==> config.mk <==
export PLATFORM = sky130hd
export DESIGN_NAME = acc_feeder
export DESIGN_NICKNAME = d
export VERILOG_FILES = /design/src/rtl/acc_feeder.sv
export SDC_FILE = /design/constraint.sdc
export NUM_CORES = 1
export LEC_CHECK = 0
export CAP_MARGIN = 5
export CORE_ASPECT_RATIO = 1.1
export CORE_MARGIN = 4
export CORE_UTILIZATION = 25
export CTS_CLUSTER_DIAMETER = 40
export DETAILED_ROUTE_END_ITERATION = 8
export DONT_BUFFER_PORTS = 1
export GPL_TIMING_DRIVEN = 0
export PLACE_DENSITY_LB_ADDON = 0.08
export SYNTH_ARGS = -nofsm -noshare
export SYNTH_HDL_FRONTEND = slang
export SYNTH_SLANG_ARGS = --single-unit
export TNS_END_PERCENT = 50
==> constraint.sdc <==
create_clock -name clk -period 1.8 [get_ports clk]
set_input_delay 0.27 -clock clk [delete_from_list [all_inputs] [get_ports clk]]
set_output_delay 0.27 -clock clk [all_outputs]
set_load 0.02 [all_outputs]
==> src/rtl/acc_feeder.sv <==
// acc_feeder: streams one float32 vector into the CORDIC term/accumulate slave over
// Avalon-MM, then reads the accumulated sum back and returns it with the sample count.
module acc_feeder #(
    parameter int SAMPLE_SPACING = 2,
    parameter int DRAIN_CYCLES   = 24,
    parameter int READ_LATENCY   = 23,
    parameter int CNT_W          = 16
) (
    input  logic             clk,
    input  logic             reset,
    input  logic [31:0]      in_data,
    input  logic             in_valid,
    input  logic             in_last,
    output logic             in_ready,
    output logic             m_write,
    output logic             m_read,
    output logic             m_address,
    output logic [31:0]      m_writedata,
    input  logic [31:0]      m_readdata,
    output logic [31:0]      out_data,
    output logic [CNT_W-1:0] out_count,
    output logic             out_valid,
    input  logic             out_ready,
    output logic             busy
);

    localparam int SP_MAX  = (SAMPLE_SPACING > 1) ? SAMPLE_SPACING - 1 : 0;
    localparam int SP_W    = (SP_MAX > 0) ? $clog2(SP_MAX + 1) : 1;
    localparam int RL_LOAD = (READ_LATENCY > 0) ? READ_LATENCY - 1 : 0;
    localparam int TMR_MAX = (DRAIN_CYCLES > RL_LOAD) ? DRAIN_CYCLES : RL_LOAD;
    localparam int TMR_W   = (TMR_MAX > 0) ? $clog2(TMR_MAX + 1) : 1;

    localparam logic [SP_W-1:0]  SP_RELOAD  = SP_W'(SP_MAX);
    localparam logic [TMR_W-1:0] DRAIN_LOAD = TMR_W'(DRAIN_CYCLES);
    localparam logic [TMR_W-1:0] RDLAT_LOAD = TMR_W'(RL_LOAD);

    typedef enum logic [2:0] {
        S_IDLE,
        S_ARM,
        S_FEED,
        S_DRAIN,
        S_READ,
        S_WAIT_RD,
        S_OUT
    } state_t;

    state_t            state_q, state_d;
    logic [SP_W-1:0]   sp_q, sp_d;
    logic [TMR_W-1:0]  tmr_q, tmr_d;
    logic              m_write_q, m_write_d;
    logic              m_read_q, m_read_d;
    logic              m_address_q, m_address_d;
    logic [31:0]       m_writedata_q, m_writedata_d;
    logic [31:0]       out_data_q, out_data_d;
    logic [CNT_W-1:0]  out_count_q, out_count_d;
    logic              out_valid_q, out_valid_d;
    logic              busy_q, busy_d;
    logic              accept;

    function automatic logic [CNT_W-1:0] sat_inc(input logic [CNT_W-1:0] v);
        return (v == {CNT_W{1'b1}}) ? v : v + CNT_W'(1);
    endfunction

    assign in_ready = (state_q == S_FEED) && (sp_q == '0);
    assign accept   = in_ready && in_valid;

    // State register plus every registered output and counter
    always_ff @(posedge clk) begin
        if (reset) begin
            state_q       <= S_IDLE;
            sp_q          <= '0;
            tmr_q         <= '0;
            m_write_q     <= 1'b0;
            m_read_q      <= 1'b0;
            m_address_q   <= 1'b0;
            m_writedata_q <= '0;
            out_data_q    <= '0;
            out_count_q   <= '0;
            out_valid_q   <= 1'b0;
            busy_q        <= 1'b0;
        end else begin
            state_q       <= state_d;
            sp_q          <= sp_d;
            tmr_q         <= tmr_d;
            m_write_q     <= m_write_d;
            m_read_q      <= m_read_d;
            m_address_q   <= m_address_d;
            m_writedata_q <= m_writedata_d;
            out_data_q    <= out_data_d;
            out_count_q   <= out_count_d;
            out_valid_q   <= out_valid_d;
            busy_q        <= busy_d;
        end
    end

    always_comb begin
        state_d = state_q;
        case (state_q)
            S_IDLE:    if (in_valid) state_d = S_ARM;
            S_ARM:     state_d = S_FEED;
            S_FEED:    if (accept && in_last) state_d = S_DRAIN;
            S_DRAIN:   if (tmr_q == '0) state_d = S_READ;
            S_READ:    state_d = S_WAIT_RD;
            S_WAIT_RD: if (tmr_q == '0) state_d = S_OUT;
            S_OUT:     if (out_ready) state_d = S_IDLE;
            default:   state_d = S_IDLE;
        endcase
    end

    // Strobes are computed one cycle early so they appear registered in the target state
    always_comb begin
        m_write_d     = 1'b0;
        m_read_d      = 1'b0;
        m_address_d   = 1'b0;
        m_writedata_d = '0;
        out_data_d    = out_data_q;
        out_count_d   = out_count_q;
        out_valid_d   = out_valid_q;
        sp_d          = '0;
        tmr_d         = tmr_q;
        busy_d        = (state_d != S_IDLE);
        case (state_q)
            S_IDLE: begin
                if (in_valid) begin
                    m_write_d   = 1'b1;
                    m_address_d = 1'b1;
                    out_count_d = '0;
                end
            end
            S_FEED: begin
                sp_d = (sp_q != '0) ? sp_q - SP_W'(1) : '0;
                if (accept) begin
                    m_write_d     = 1'b1;
                    m_writedata_d = in_data;
                    sp_d          = SP_RELOAD;
                    out_count_d   = sat_inc(out_count_q);
                    if (in_last) tmr_d = DRAIN_LOAD;
                end
            end
            S_DRAIN: begin
                if (tmr_q != '0) begin
                    tmr_d = tmr_q - TMR_W'(1);
                end else begin
                    m_read_d    = 1'b1;
                    m_address_d = 1'b1;
                end
            end
            S_READ: begin
                tmr_d = RDLAT_LOAD;
            end
            S_WAIT_RD: begin
                if (tmr_q != '0) begin
                    tmr_d = tmr_q - TMR_W'(1);
                end else begin
                    out_data_d  = m_readdata;
                    out_valid_d = 1'b1;
                end
            end
            S_OUT: begin
                if (out_ready) out_valid_d = 1'b0;
            end
            default: begin
            end
        endcase
    end

    assign m_write     = m_write_q;
    assign m_read      = m_read_q;
    assign m_address   = m_address_q;
    assign m_writedata = m_writedata_q;
    assign out_data    = out_data_q;
    assign out_count   = out_count_q;
    assign out_valid   = out_valid_q;
    assign busy        = busy_q;

endmodule

==> reports/results.ini, run 1 <==
[status]
status = complete, but fails checks
violations = setup timing

[layout]
post_layout_nonfiller_instances = 616
final_core_util_pct = 31.6
antenna_cells = 0
drive_gt1_share_pct = 21.5
fill_cells = 1460
final_area_um2 = 4430
nets = 495
syn_to_final_growth_pct = 21.7

[yosys]
postSynthAreaPerCell_um2 = 8.91
muxShareOfSynthArea_pct = 1.38
synth_largest_area_cell = dfxtp_1
synth_top_flop_cell = dfxtp_1
synth_commonest_cells = dfxtp_1, nand2_1, a21oi_1
synth_top_area_share_pct = 51.7
ys_seq_area_share_pct = 51.7
yosys.area_share.adder_pct = 1.03
ys.warnings.count = 0
synth_area_um2 = 3640
synth_compound_area_share_pct = 15.0
syn_nets = 480
synth_seq_cells = 94
yosysMostFrequentCell = dfxtp_1
synth_top_family_by_area = simple AND/OR/NAND/NOR gates
synthDistinctLibCells = 50
synth_edf_count = 0
synth_area_leaders = dfxtp_1, nand2_1, a21oi_1
netlist_instances = 408
async_reset_ff_share_pct = 0
synth-xor-area-share_pct = 0.241
synthSimpleGateAreaFrac_pct = 26.3

[placement]
pre_cts_ws_ns = -0.513
place_congestion = 0.771
io_buffers = 0
postPlaceCellArea_um2 = 3880
dp_hpwl_um = 7370
placed_cells = 596

[clocking]
cts_buffers = 9
clk_pin_slew_ns = 0.06
htreeDepth = 3
cts-root-buf = clkbuf_16
cts_tree = yes
numClockSinks = 94
cts_buffer_depth = 2
clkLatencyLatePin_ns = 0.34

[critical_path]
timing.rr.start = tmr_q[0]
worstPathArrival_ns = 2.20
cp-end-kind = flip-flop
crit_start = tmr_q[0]
path_max_fanout = 10
required_ns = 2.00
critPathLaunchType = flip-flop
crit_type = flip-flop to flip-flop
regToRegSetupSlack_ns = -0.20

[floorplanning]
fp-row-count = 45
die_x_um = 123
die_area_um2 = 16500
ios = 155
initial_core_util_pct = 25.9
die_y_um = 135
coreArea_um2 = 14000

[global_routing]
grt_max_degree = 16
grt_pass1_vias = 2880
grt-ovfl-total = 0
grt_first_pass_wirelength_um = 15500
grtUsageTotal_pct = 12.0
antenna_found_initial = 0

[power_and_ir_drop]
p_sw_mw = 1.13
p_int_mw = 3.39
peakVddDrop_mv = 0.430
p_per_area_nw_per_um2 = 1020
p_seq_share_pct = 49.1
swShare_pct = 25.0
clock_power_share_pct = 42.8
combPwrFrac_pct = 8.1
p_leak_nw = 1.50

[run]
maxCapViolCount = 0

[timing]
fmax_mhz = 499
hold_viol_final = 0
fin_crit_sh_pct = 111
maxSlewViolCount = 0
finalSetupTns_ns = -5.67
worstMarginPinSlew_ns = 0.556
final.setup.worst_slack_ns = -0.202
relSlewSlack_pct = 62.9
fin_skew_ns = 0.00688
setup_viol = 33
finalCriticalPeriod_ns = 2.00
rsz0062_at_grt = yes

[worst_hold_path]
min_from = in_data[16]
hold_class = input port to flip-flop

[route]
vias = 2999
drc = 0
firstDrtPassIters = 4
vias_per_cell = 4.87
drt_iter0_markers = 139
ant_nets = 0
wirelength_um = 10200
wl_per_cell_um = 16.5

[cell type report]
class                      count  area (um2)  share of cell area, %
sequential                    94        1910                   43.1
multi-input combinational    281        1770                   40.0
clock buffer                  11         243                   5.48
tap                          188         235                   5.31
buffer                        21         120                   2.71
clock inverter                 5        58.8                   1.33
timing repair buffer           7        56.3                   1.27
inverter                       9        33.8                  0.763
[kinds of logic (layout without fill, tap and decap cells)]
logic type | Yosys count | after routing
AO/OA/AOI/OAI | 90 | 90
XOR/XNOR | 1 | 1
adder cells (fa/ha/maj) | 3 | 3
buffers and inverters | 33 | 53
flip-flops | 94 | 94
multiplexers | 5 | 5
AND/OR/NAND/NOR | 182 | 182
[through the flow]
stage                     hold WS, ns  power (mW)
after floorplan                 0.392        2.47
after global placement          0.392        2.56
after detailed placement        0.400        2.56
after CTS                      0.0259        4.58
after global routing           0.0261        4.73
final                          0.0443        4.51
[worst paths after layout]
kind / end / cells after the start
worst max-delay path: out_data[7] / 7
worst min-delay path: m_writedata[16] / 1
worst min register to register: tmr_q[0] / 2
worst max register to register: out_data[7] / 7
[per-layer routing]
layer | global-route usage [%] | part of all wire [%]
met5 | 0 | 0
met4 | 5.97 | 2.1
met3 | 6.03 | 14
met2 | 17.7 | 42
met1 | 14.5 | 42
[registers in the layout, summed over array words and instances, names as in the netlist]
name / cells
out_valid: 1
sp_q: 1
state_q: 3
out_count: 16
busy: 1
m_address: 1
m_write: 1
tmr_q: 5
m_read: 1
m_writedata: 32
out_data: 32
[power groups by stage]
stage	clock network, mW	registers [mW]	logic, mW
after floorplan	0	2.23	0.236
after global placement	0	2.25	0.314
after detailed placement	0	2.25	0.312
after CTS	2.02	2.21	0.349
after global routing	2.10	2.22	0.406
final	1.93	2.21	0.366
[worst max-delay path, cell delays in order, from the launching register on]
cell and delay [ns]:
dfxtp_2 0.33, inv_2 0.08, ha_4 0.14, or4b_4 0.49, or4_4 0.51, buf_6 0.18, nand2_1 0.07, a21oi_1 0.06
[what timing repair did]
| action | 4_1_cts | 5_1_grt |
|---|---|---|
| hold buffers | 0 | 0 |
| pin swaps | 8 | 7 |
| gates resized for setup | 35 | 29 |
| buffers inserted | 4 | 2 |
| endpoints found under the setup margin | 85 | 86 |
| gates cloned | 1 | 0 |
[layout by cell type (no fill, tap or decap), drive strengths merged, types with 3 or more instances in the layout]
cell | Yosys | layout
buf | 12 | 18
a31oi | 3 | 3
o31ai | 5 | 5
clkbuf | 12 | 21
o41ai | 3 | 3
ha | 3 | 3
nor4 | 3 | 3
dfxtp | 94 | 94
or4 | 8 | 8
o21ai | 8 | 8
nand4 | 4 | 4
inv | 9 | 9
nand3 | 9 | 9
or3 | 6 | 6
and2 | 36 | 36
a211oi | 7 | 7
a21oi | 50 | 50
mux2i | 5 | 5
nand2 | 83 | 83
nor3 | 7 | 7
nor2 | 8 | 8
No activity file was read; power rests on OpenSTA's default activity.
==> inputs of run 2 (changes only) <==
Clock period 1.8 ns to 1.67 ns, I/O delays scaled along.
==> run 2 against run 1 <==
Via count is 2.5% higher; hold slack lost 0.016 ns; combinational power rose by 20%; worst setup slack got worse by 0.13 ns; count of clock-buffer cells in the layout is the same; final area is 4.9% higher; flip-flop and latch count unchanged; clock power grew 7%; the run still ends with setup timing left.
==> reports/results.ini, run 2 (synthesis gave the netlist of run 1 again) <==
[status]
status = complete, but fails checks
violations = setup timing

[global_routing]
grt_pass1_vias = 2921
grt_max_degree = 16
grt-ovfl-total = 0
grtUsageTotal_pct = 12.2
antenna_found_initial = 0
grt_first_pass_wirelength_um = 15700

[timing]
maxSlewViolCount = 0
hold_viol_final = 0
finalCriticalPeriod_ns = 2.00
setup_viol = 43
fmax_mhz = 499
final.setup.worst_slack_ns = -0.334
fin_skew_ns = 0.00549
rsz0062_at_grt = yes
worstMarginPinSlew_ns = 0.575
relSlewSlack_pct = 61.7
whs_ns = 0.0280
fin_crit_sh_pct = 120
finalSetupTns_ns = -10.60

[route]
vias = 3073
wl_per_cell_um = 16.5
drt_iter0_markers = 141
wirelength_um = 10400
drc = 0
firstDrtPassIters = 4
vias_per_cell = 4.89
ant_nets = 0

[layout]
layout_commonest_cell = dfxtp_1
nets = 507
syn_to_final_growth_pct = 27.7
layout_common_cells = dfxtp_1, nand2_1, a21oi_1, and2_1, buf_4
final_area_um2 = 4650
drive_gt1_share_pct = 26.6
multi_input_area_um2 = 1850
fill_cells = 1443
antenna_cells = 0
ff_latch_area_um2 = 1910
final_core_util_pct = 33.1
post_layout_nonfiller_instances = 628

[critical_path]
worst-path-buf-inv = 2
critPathSlowestCell = or4_4
worstPathArrival_ns = 2.20
path_max_fanout = 10
crit_chain = inv_2, ha_4, or4b_4, or4_4, buf_6, nand2_1, a21oi_1
crit_type = flip-flop to flip-flop
cp-end-kind = flip-flop
required_ns = 1.87
crit_family = simple AND/OR/NAND/NOR gates
critPathLaunchType = flip-flop
critPathMaxStageDelay_ns = 0.51

[floorplanning]
die_y_um = 135
die_x_um = 123
die_area_um2 = 16500
initial_core_util_pct = 25.9
coreArea_um2 = 14000
fp-row-count = 45
ios = 155

[power_and_ir_drop]
p_int_mw = 3.67
peakVddDrop_mv = 0.467
p_leak_nw = 1.57
swShare_pct = 24.9
p_per_area_nw_per_um2 = 1050
p_sw_mw = 1.22
clock_power_share_pct = 42.4
power_mw = 4.89
p_seq_share_pct = 48.6
combPwrFrac_pct = 9.0

[placement]
placed_cells = 596
dp_hpwl_um = 7370
io_buffers = 0
place_congestion = 0.771
postPlaceCellArea_um2 = 3880
pre_cts_ws_ns = -0.643

[clocking]
clk_pin_slew_ns = 0.06
cts_tree = yes
cts-root-buf = clkbuf_16
clkLatencyLatePin_ns = 0.34
htreeDepth = 3
cts_buffers = 9
numClockSinks = 94
cts_buffer_depth = 2

[run]
maxCapViolCount = 0

[worst_hold_path]
hold_class = input port to flip-flop

run 2: cell type report:
type                            instances  share of cell area [%]
Inverter                                9                   0.727
Timing Repair Buffer                   18                    3.07
Buffer                                 22                    3.64
Clock inverter                          5                    1.27
Clock buffer                           11                    5.22
Tap cell                              188                    5.06
Multi-Input combinational cell        281                    39.8
Sequential cell                        94                    41.2
run 2: what timing repair did:
| item | 4_1_cts | 5_1_grt |
|---|---|---|
| setup endpoints to repair | 89 | 89 |
| buffers inserted | 6 | 10 |
| cloned | 1 | 1 |
| gates resized for setup | 71 | 27 |
| pin swaps | 15 | 13 |
| hold buffers | 0 | 0 |
run 2: final timing paths:
| path | endpoint | slack (ns) | start | cells after the start |
|---|---|---|---|---|
| max | out_data[7] | -0.33 | tmr_q[0] | 7 |
| min | m_writedata[10] | 0.03 | in_data[10] | 1 |
| max reg2reg | out_data[7] | -0.33 | tmr_q[0] | 7 |
| min reg2reg | tmr_q[0] | 0.49 | tmr_q[0] | 2 |
run 2: metal layers:
metal,routed length (um),global-route usage [%]
met2,4460,18.0
met4,199,5.97
met5,0,0
met1,4340,14.8
met3,1360,5.95
run 2: power by group through the flow:
stage	sequential, mW	combinational (mW)	clock (mW)
after floorplan	2.41	0.255	0
after global placement	2.42	0.339	0
after detailed placement	2.42	0.336	0
after CTS	2.38	0.421	2.17
after global routing	2.38	0.483	2.27
final	2.38	0.440	2.07
==> inputs of run 3 (changes only) <==
Settings changed: GPL_ROUTABILITY_DRIVEN from default to 0.
==> results of run 3 <==
Same layout as run 2: the final DEF is identical, and so are final timing and power.
